## src/rtl/ninjakun_snd_filter.sv

```systemverilog
// Audio post-processing after the PSG mixer: decimate, remove DC, low-pass, then volume and mute.
// Latency is 3 cycles from divider tick to SMPSTB. There is no backpressure: the stage runs free once per SMPDIV cycles.
module ninjakun_snd_filter #(
    parameter int unsigned SMPDIV  = 500,
    parameter int unsigned DCSHIFT = 10,
    parameter int unsigned LPSHIFT = 2
) (
    input  logic        SHCLK,
    input  logic        RESET_L,
    input  logic [15:0] SNDIN,
    input  logic [1:0]  VOL,
    input  logic        MUTE,
    output logic [15:0] SNDOUT,
    output logic        SMPSTB,
    output logic        CLIP
);

    localparam int unsigned ACCW = 17 + DCSHIFT;

    logic [15:0]             div_q, div_d;
    logic                    tick;
    logic signed [15:0]      x_q, x_d;
    logic                    v0_q, v0_d;
    logic signed [15:0]      y1_q, y1_d;
    logic                    v1_q, v1_d;
    logic signed [ACCW-1:0]  dc_acc_q, dc_acc_d;
    logic                    clip_q, clip_d;
    logic signed [15:0]      lp_q, lp_d;
    logic                    v2_q, v2_d;
    logic [15:0]             out_q, out_d;
    logic                    stb_q, stb_d;

    logic signed [ACCW-1:0]  x_w, dc_w, diff_w;
    logic                    sat_hi, sat_lo;
    logic signed [16:0]      y1_w, lp_w, lp_step;

    always_comb begin
        tick     = (div_q == 16'(SMPDIV - 1));
        div_d    = tick ? '0 : div_q + 16'd1;

        // Stage 0: offset-binary to two's complement by flipping the MSB
        x_d      = x_q;
        v0_d     = tick;
        if (tick) begin
            x_d = {~SNDIN[15], SNDIN[14:0]};
        end

        // Stage 1: DC tracker; the accumulator integrates the unsaturated difference
        x_w      = ACCW'(x_q);
        dc_w     = dc_acc_q >>> DCSHIFT;
        diff_w   = x_w - dc_w;
        sat_hi   = (diff_w > ACCW'(32767));
        sat_lo   = (diff_w < ACCW'(-32768));
        y1_d     = y1_q;
        dc_acc_d = dc_acc_q;
        clip_d   = clip_q;
        v1_d     = v0_q;
        if (v0_q) begin
            if (sat_hi) begin
                y1_d = 16'sh7FFF;
            end else if (sat_lo) begin
                y1_d = 16'sh8000;
            end else begin
                y1_d = 16'(diff_w);
            end
            dc_acc_d = dc_acc_q + diff_w;
            clip_d   = clip_q | sat_hi | sat_lo;
        end

        // Stage 2: one-pole low-pass
        y1_w     = 17'(y1_q);
        lp_w     = 17'(lp_q);
        lp_step  = (y1_w - lp_w) >>> LPSHIFT;
        lp_d     = lp_q;
        v2_d     = v1_q;
        if (v1_q) begin
            lp_d = 16'(lp_w + lp_step);
        end

        // Stage 3: volume and mute only touch the output, never the filter state
        out_d    = out_q;
        stb_d    = v2_q;
        if (v2_q) begin
            out_d = MUTE ? '0 : 16'(lp_q >>> VOL);
        end
    end

    always_ff @(posedge SHCLK or negedge RESET_L) begin
        if (!RESET_L) begin
            div_q    <= '0;
            x_q      <= '0;
            v0_q     <= 1'b0;
            y1_q     <= '0;
            v1_q     <= 1'b0;
            dc_acc_q <= '0;
            clip_q   <= 1'b0;
            lp_q     <= '0;
            v2_q     <= 1'b0;
            out_q    <= '0;
            stb_q    <= 1'b0;
        end else begin
            div_q    <= div_d;
            x_q      <= x_d;
            v0_q     <= v0_d;
            y1_q     <= y1_d;
            v1_q     <= v1_d;
            dc_acc_q <= dc_acc_d;
            clip_q   <= clip_d;
            lp_q     <= lp_d;
            v2_q     <= v2_d;
            out_q    <= out_d;
            stb_q    <= stb_d;
        end
    end

    assign SNDOUT = out_q;
    assign SMPSTB = stb_q;
    assign CLIP   = clip_q;

endmodule
```

## config.mk

```make
export PLATFORM = sky130hd
export DESIGN_NAME = ninjakun_snd_filter
export DESIGN_NICKNAME = d
export VERILOG_FILES = /design/src/rtl/ninjakun_snd_filter.sv
export SDC_FILE = /design/constraint.sdc
export NUM_CORES = 1
export LEC_CHECK = 0
export BUFFER_PORTS_ARGS = -buffer_cell sky130_fd_sc_hd__buf_2
export CAP_MARGIN = 5
export CORE_AREA = 2 2 129 131
export CTS_BUF_LIST = sky130_fd_sc_hd__clkbuf_8
export DETAILED_ROUTE_END_ITERATION = 7
export DIE_AREA = 0 0 131 133
export PLACE_DENSITY = 0.72
export SKIP_CTS_REPAIR_TIMING = 1
export SLEW_MARGIN = 20
export SYNTH_ARGS = -nofsm -noshare
export SYNTH_HDL_FRONTEND = slang
export SYNTH_SLANG_ARGS = --single-unit
```

## constraint.sdc

```tcl
create_clock -name SHCLK -period 6.2 [get_ports SHCLK]
set_input_delay 0.93 -clock SHCLK [delete_from_list [all_inputs] [get_ports SHCLK]]
set_output_delay 0.93 -clock SHCLK [all_outputs]
set_load 0.02 [all_outputs]
```

Word level (Yosys, flattened, before mapping)
Cells that the tools add are included.
- register bits: 112
- bits of input ports: 21
- shift operators: 1
- eq/ne operators: 1
- order comparisons: 2
- add/subtract/negate cells: 5
- multiplexer cells: 4
- bitwise operators: 3
- operator list (kind ; count):
    $mux W16 ; 4
    $add A27 B18 Y27 ; 1
    $gt A18 B16 Y1 const B ; 1
    $lt A18 B16 Y1 const B ; 1
    $sub A16 B17 Y18 ; 1
    $sub A16 B16 Y17 ; 1
    $add A16 B1 Y16 const B ; 1
    $add A16 B15 Y16 ; 1
    $eq A16 B9 Y1 const B ; 1
    $sshr A16 B2 Y16 ; 1
    $or A1 B1 Y1 ; 2
    $not A1 Y1 ; 1

Depth between registers and ports, before layout
- depth after elaboration: 4
- gate-level depth with buffers: 22
- gate-level depth less buffers: 22

Worst setup path after synthesis
No wires, ideal clock.
- path kind: reg-to-reg
- start point: register dc_acc_q[10]
- end point: register dc_acc_q[23]
- arrival: 4217 ps
- buffers on the path: 0
- period minus slack after synthesis: 4336 ps
- required time: 6080 ps
- slack: 1864 ps
- library setup time: 120 ps
- stages on the path, launching flop included: 22
- path through: dfrtp_1 ha_1 fa_1 nor2b_1 o21ai_0 a21boi_0 o21ai_1 a21oi_1 a21o_1 a21oi_1 xnor2_1 ha_1 and2_1 or2_1 a21o_1 a21oi_1 a2111oi_1 a211o_1 a31oi_4 o211ai_1 a211o_1 a31o_1
- longest elaborated chain between the ends: 2
- RTL lines (element ; line ; text):
    from (decl) ; 26 ; logic signed [ACCW-1:0] dc_acc_q, dc_acc_d;
    from (signal assigned) ; 95 ; dc_acc_q <= '0;
    from (signal assigned) ; 107 ; dc_acc_q <= dc_acc_d;
    $sub A16 B17 Y18 ; 51 ; diff_w = x_w - dc_w;
    $add A27 B18 Y27 * ; 66 ; dc_acc_d = dc_acc_q + diff_w;
Mark *: on every way between the ends. The rest lies on a longest branch, timed or not.
A chain may end at the register's enable or synchronous reset.

Worst setup path in the final report
Same ends and word-level chain as after synthesis.

==> summary.txt <==
Routing
  • Antenna Nets Post-Route: 0
  • Residual DRC: 0
  • Wire length per cell: 13.7 um
  • DRT Pass-1 Iters: 4
  • WL final: 15100 um
  • Initial DRC count: 230
  • DR vias: 5970
  • Via density: 5.41

Worst setup path
  • Reg2Reg Launch Point: dc_acc_q[10]
  • Critical path's largest stage delay: 0.42 ns
  • Slowest cell on the critical path: dfrtp_1
  • Worst path most repeated cell: a21oi_1
  • Worst Setup Path Type: register to register
  • R2R depth: 21
  • WP buf/inv: 0
  • Critical path arrival: 5.14 ns
  • Worst Setup Start Kind: register
  • R2R setup slack: 1.34 ns
  • Critical path, cell by cell: ha_1, fa_1, nor2b_1, o21ai_0, a21boi_0, o21ai_1, a21oi_1, a21o_1, a21oi_1, xnor2_1, ha_1, and2_1, or2_1, a21o_1, a21oi_1, a2111oi_1, a211o_1, a31oi_4, o211ai_1, a211o_1, a31o_1
  • Peak fanout along the critical path: 5
  • Reg-to-Reg End: dc_acc_q[23]
  • Critical Path RT: 6.48 ns
  • CP delay by family, top: compound AO/OA/AOI/OAI gates
  • Crit path capture type: register

Logic synthesis
  • Mapped Cells: 848
  • Adder-Cell Fraction of Synth Area: 12.9%
  • Simple-gate area share of the yosys netlist: 12.7%
  • Synth area leader: dfrtp_1
  • Post-synth EDFFs: 0
  • Synthesized area per cell: 9.23 um2
  • Post-Syn Area: 0.00783 mm2
  • Register area share after synthesis: 35.8%
  • Main combinational cell family by area after synthesis: compound AO/OA/AOI/OAI gates
  • Synth top area cells: dfrtp_1 (36%), ha_1 (12%), xnor2_1 (5.4%)
  • Top cells by count, synth: dfrtp_1 (112), inv_1 (91), ha_1 (76)
  • XOR/XNOR Fraction of Synth Area: 7.72%
  • Synth Area in Compound Gates: 19.2%
  • Synth Flop Type: dfrtp_1
  • Most common cell in the synthesized netlist: dfrtp_1
  • Post-synth top area share: 35.8%
  • Synthesized flop and latch total: 112
  • Asr flop ratio synth: 100%
  • Mux contribution to synthesized area: 6.22%
  • Yosys cell types: 61
  • Yosys warnings: 0
  • Syn_nets: 948

CTS
  • Clock Pin Slew Worst Setup and Hold Paths: 0.11 ns
  • CTS tree: built
  • Bufs on Longest Clock Path: 2
  • Clock latency on the worst-skew pair: 0.39 ns
  • Clock Sink Count: 112
  • CTS Buf Count: 9
  • H-tree Lvls: 3
  • CTS Root Cell: clkbuf_8

Die
  • Num rows: 47
  • Die Area: 0.0174 mm2
  • Core area: 0.0162 mm2
  • IO Count: 39
  • Starting Density: 48.4%
  • Die Height: 133 um
  • Die width: 131 um

Timing
  • Fin Clk Skew: 0.0121 ns
  • Achievable Freq: 0.206 GHz
  • TNS Setup: 0 ns
  • Period utilisation layout: 78.3%
  • Tmin final: 4.86 ns
  • WHS: 0.486 ns
  • Final Hold Viols: 0
  • Final setup violation count: 0
  • Max Slew Vio Count: 0
  • RSZ-0062 raised after global routing: no
  • Relative slew slack: 46.0%
  • Actual slew at the worst max-slew pin: 0.811 ns

Run status
  • Status: completed

Placement
  • Final HPWL DP: 11500 um
  • RD Place Congestion: 0.904
  • Port bufs: 38

Final layout
  • Core Util, Final: 52.2%
  • ANT cells: 0
  • Share of cells above drive strength 1: 12.0%
  • Nets: 979
  • Area Overhead vs Synth: 7.91%

GRT
  • Vias in the first global route: 5661
  • Total GRT Usage: 18.6%
  • First-pass GRT wire length: 26300 um
  • Initial antenna violation count: 0
  • Largest net degree at the start of global routing: 61
  • GR Overflow Total: 0

Hold path
  • Hold Startpoint: div_q[15]
  • Hold Path Depth: 1
  • Min-Delay Path Class: register to register
  • WHS Endpoint: div_q[15]

Run
  • Max Cap Viol: 0

Power
  • Leak: 4.16 nW
  • Power per cell area: 144 mW/mm2
  • Peak supply drop: 0.136 mV
-- through the flow --
| step | total power, mW | cell area, um2 | instances | setup slack (ns) |
|---|---|---|---|---|
| after floorplan | 0.752 | 7830 | 848 | 1.86 |
| after detailed placement | 0.775 | 8240 | 1088 | 1.45 |
| after global routing | 1.26 | 8440 | 1104 | 0.923 |
| after global placement | 0.775 | 8240 | 1088 | 1.57 |
| final | 1.22 | 8440 | 1104 | 1.34 |
| after CTS | 1.23 | 8440 | 1104 | 1.41 |
-- final cells by class --
type                       count  area, um2
clock buffer                  10        138
timing repair buffer          41        215
multi-input combinational    624       4600
tap                          220        275
sequential                   112       2800
inverter                      91        342
clock inverter                 6       67.6
fill                        1510       7730
-- routing by layer --
metal	up-vias	wire [um]	global-route usage (%)
li1	3051	-	-
met1	2819	7340	25.4
met2	76	7090	29.8
met3	24	425	3.80
met4	0	249	5.38
met5	-	0	0
-- report_power, final --
part | leakage [nW] | internal (mW) | switching, mW | total [mW]
clock | 0.105 | 0.200 | 0.256 | 0.456
sequential | 1.45 | 0.730 | 0 | 0.730
combinational | 2.61 | 0.00818 | 0.0212 | 0.0293
-- flip-flops by register name, summed over array words and instances (netlist names) --
register	count
CLIP	1
SMPSTB	1
SNDOUT	16
dc_acc_q	27
div_q	16
lp_q	16
stb_d	1
v0_q	1
v1_q	1
x_q	16
y1_q	16
-- placed cells by master, fill, tap and decap left out, types with 6 or more instances in the layout --
cell type / instances
buf_2: 37
mux2i_1: 7
o221ai_1: 7
nor2b_1: 7
nand2_1: 60
xnor2_1: 48
mux4_2: 7
inv_1: 92
o21a_1: 14
dfrtp_1: 111
a211oi_1: 10
o211ai_1: 6
clkbuf_8: 10
o21ai_0: 45
a21oi_1: 53
nor2_1: 59
nor3_1: 17
a211o_1: 6
a21o_1: 26
nand3_1: 38
o22ai_1: 14
mux2_2: 23
ha_1: 76
xor2_1: 21
o21bai_1: 7
-- cells by family (layout without fill, tap and decap cells) --
logic type                 Yosys count  count (layout)
adders and majority gates           79              79
xor gates and xnor gates            69              69
AOI/OAI and AO/OA                  223             223
buffers and inverters              112             148
DFF                                112             112
and+or+nand+nor                    216             216
muxes                               37              37
-- worst max path at each step --
stage	start	end	cells after the start
after floorplan	dc_acc_q[10]	dc_acc_q[23]	21
after global placement	dc_acc_q[11]	dc_acc_q[26]	21
after detailed placement	dc_acc_q[11]	dc_acc_q[26]	21
after CTS	dc_acc_q[11]	dc_acc_q[26]	21
after global routing	x_q[0]	dc_acc_q[23]	22
final	dc_acc_q[10]	dc_acc_q[23]	21
No activity file was read; power rests on OpenSTA's default activity.
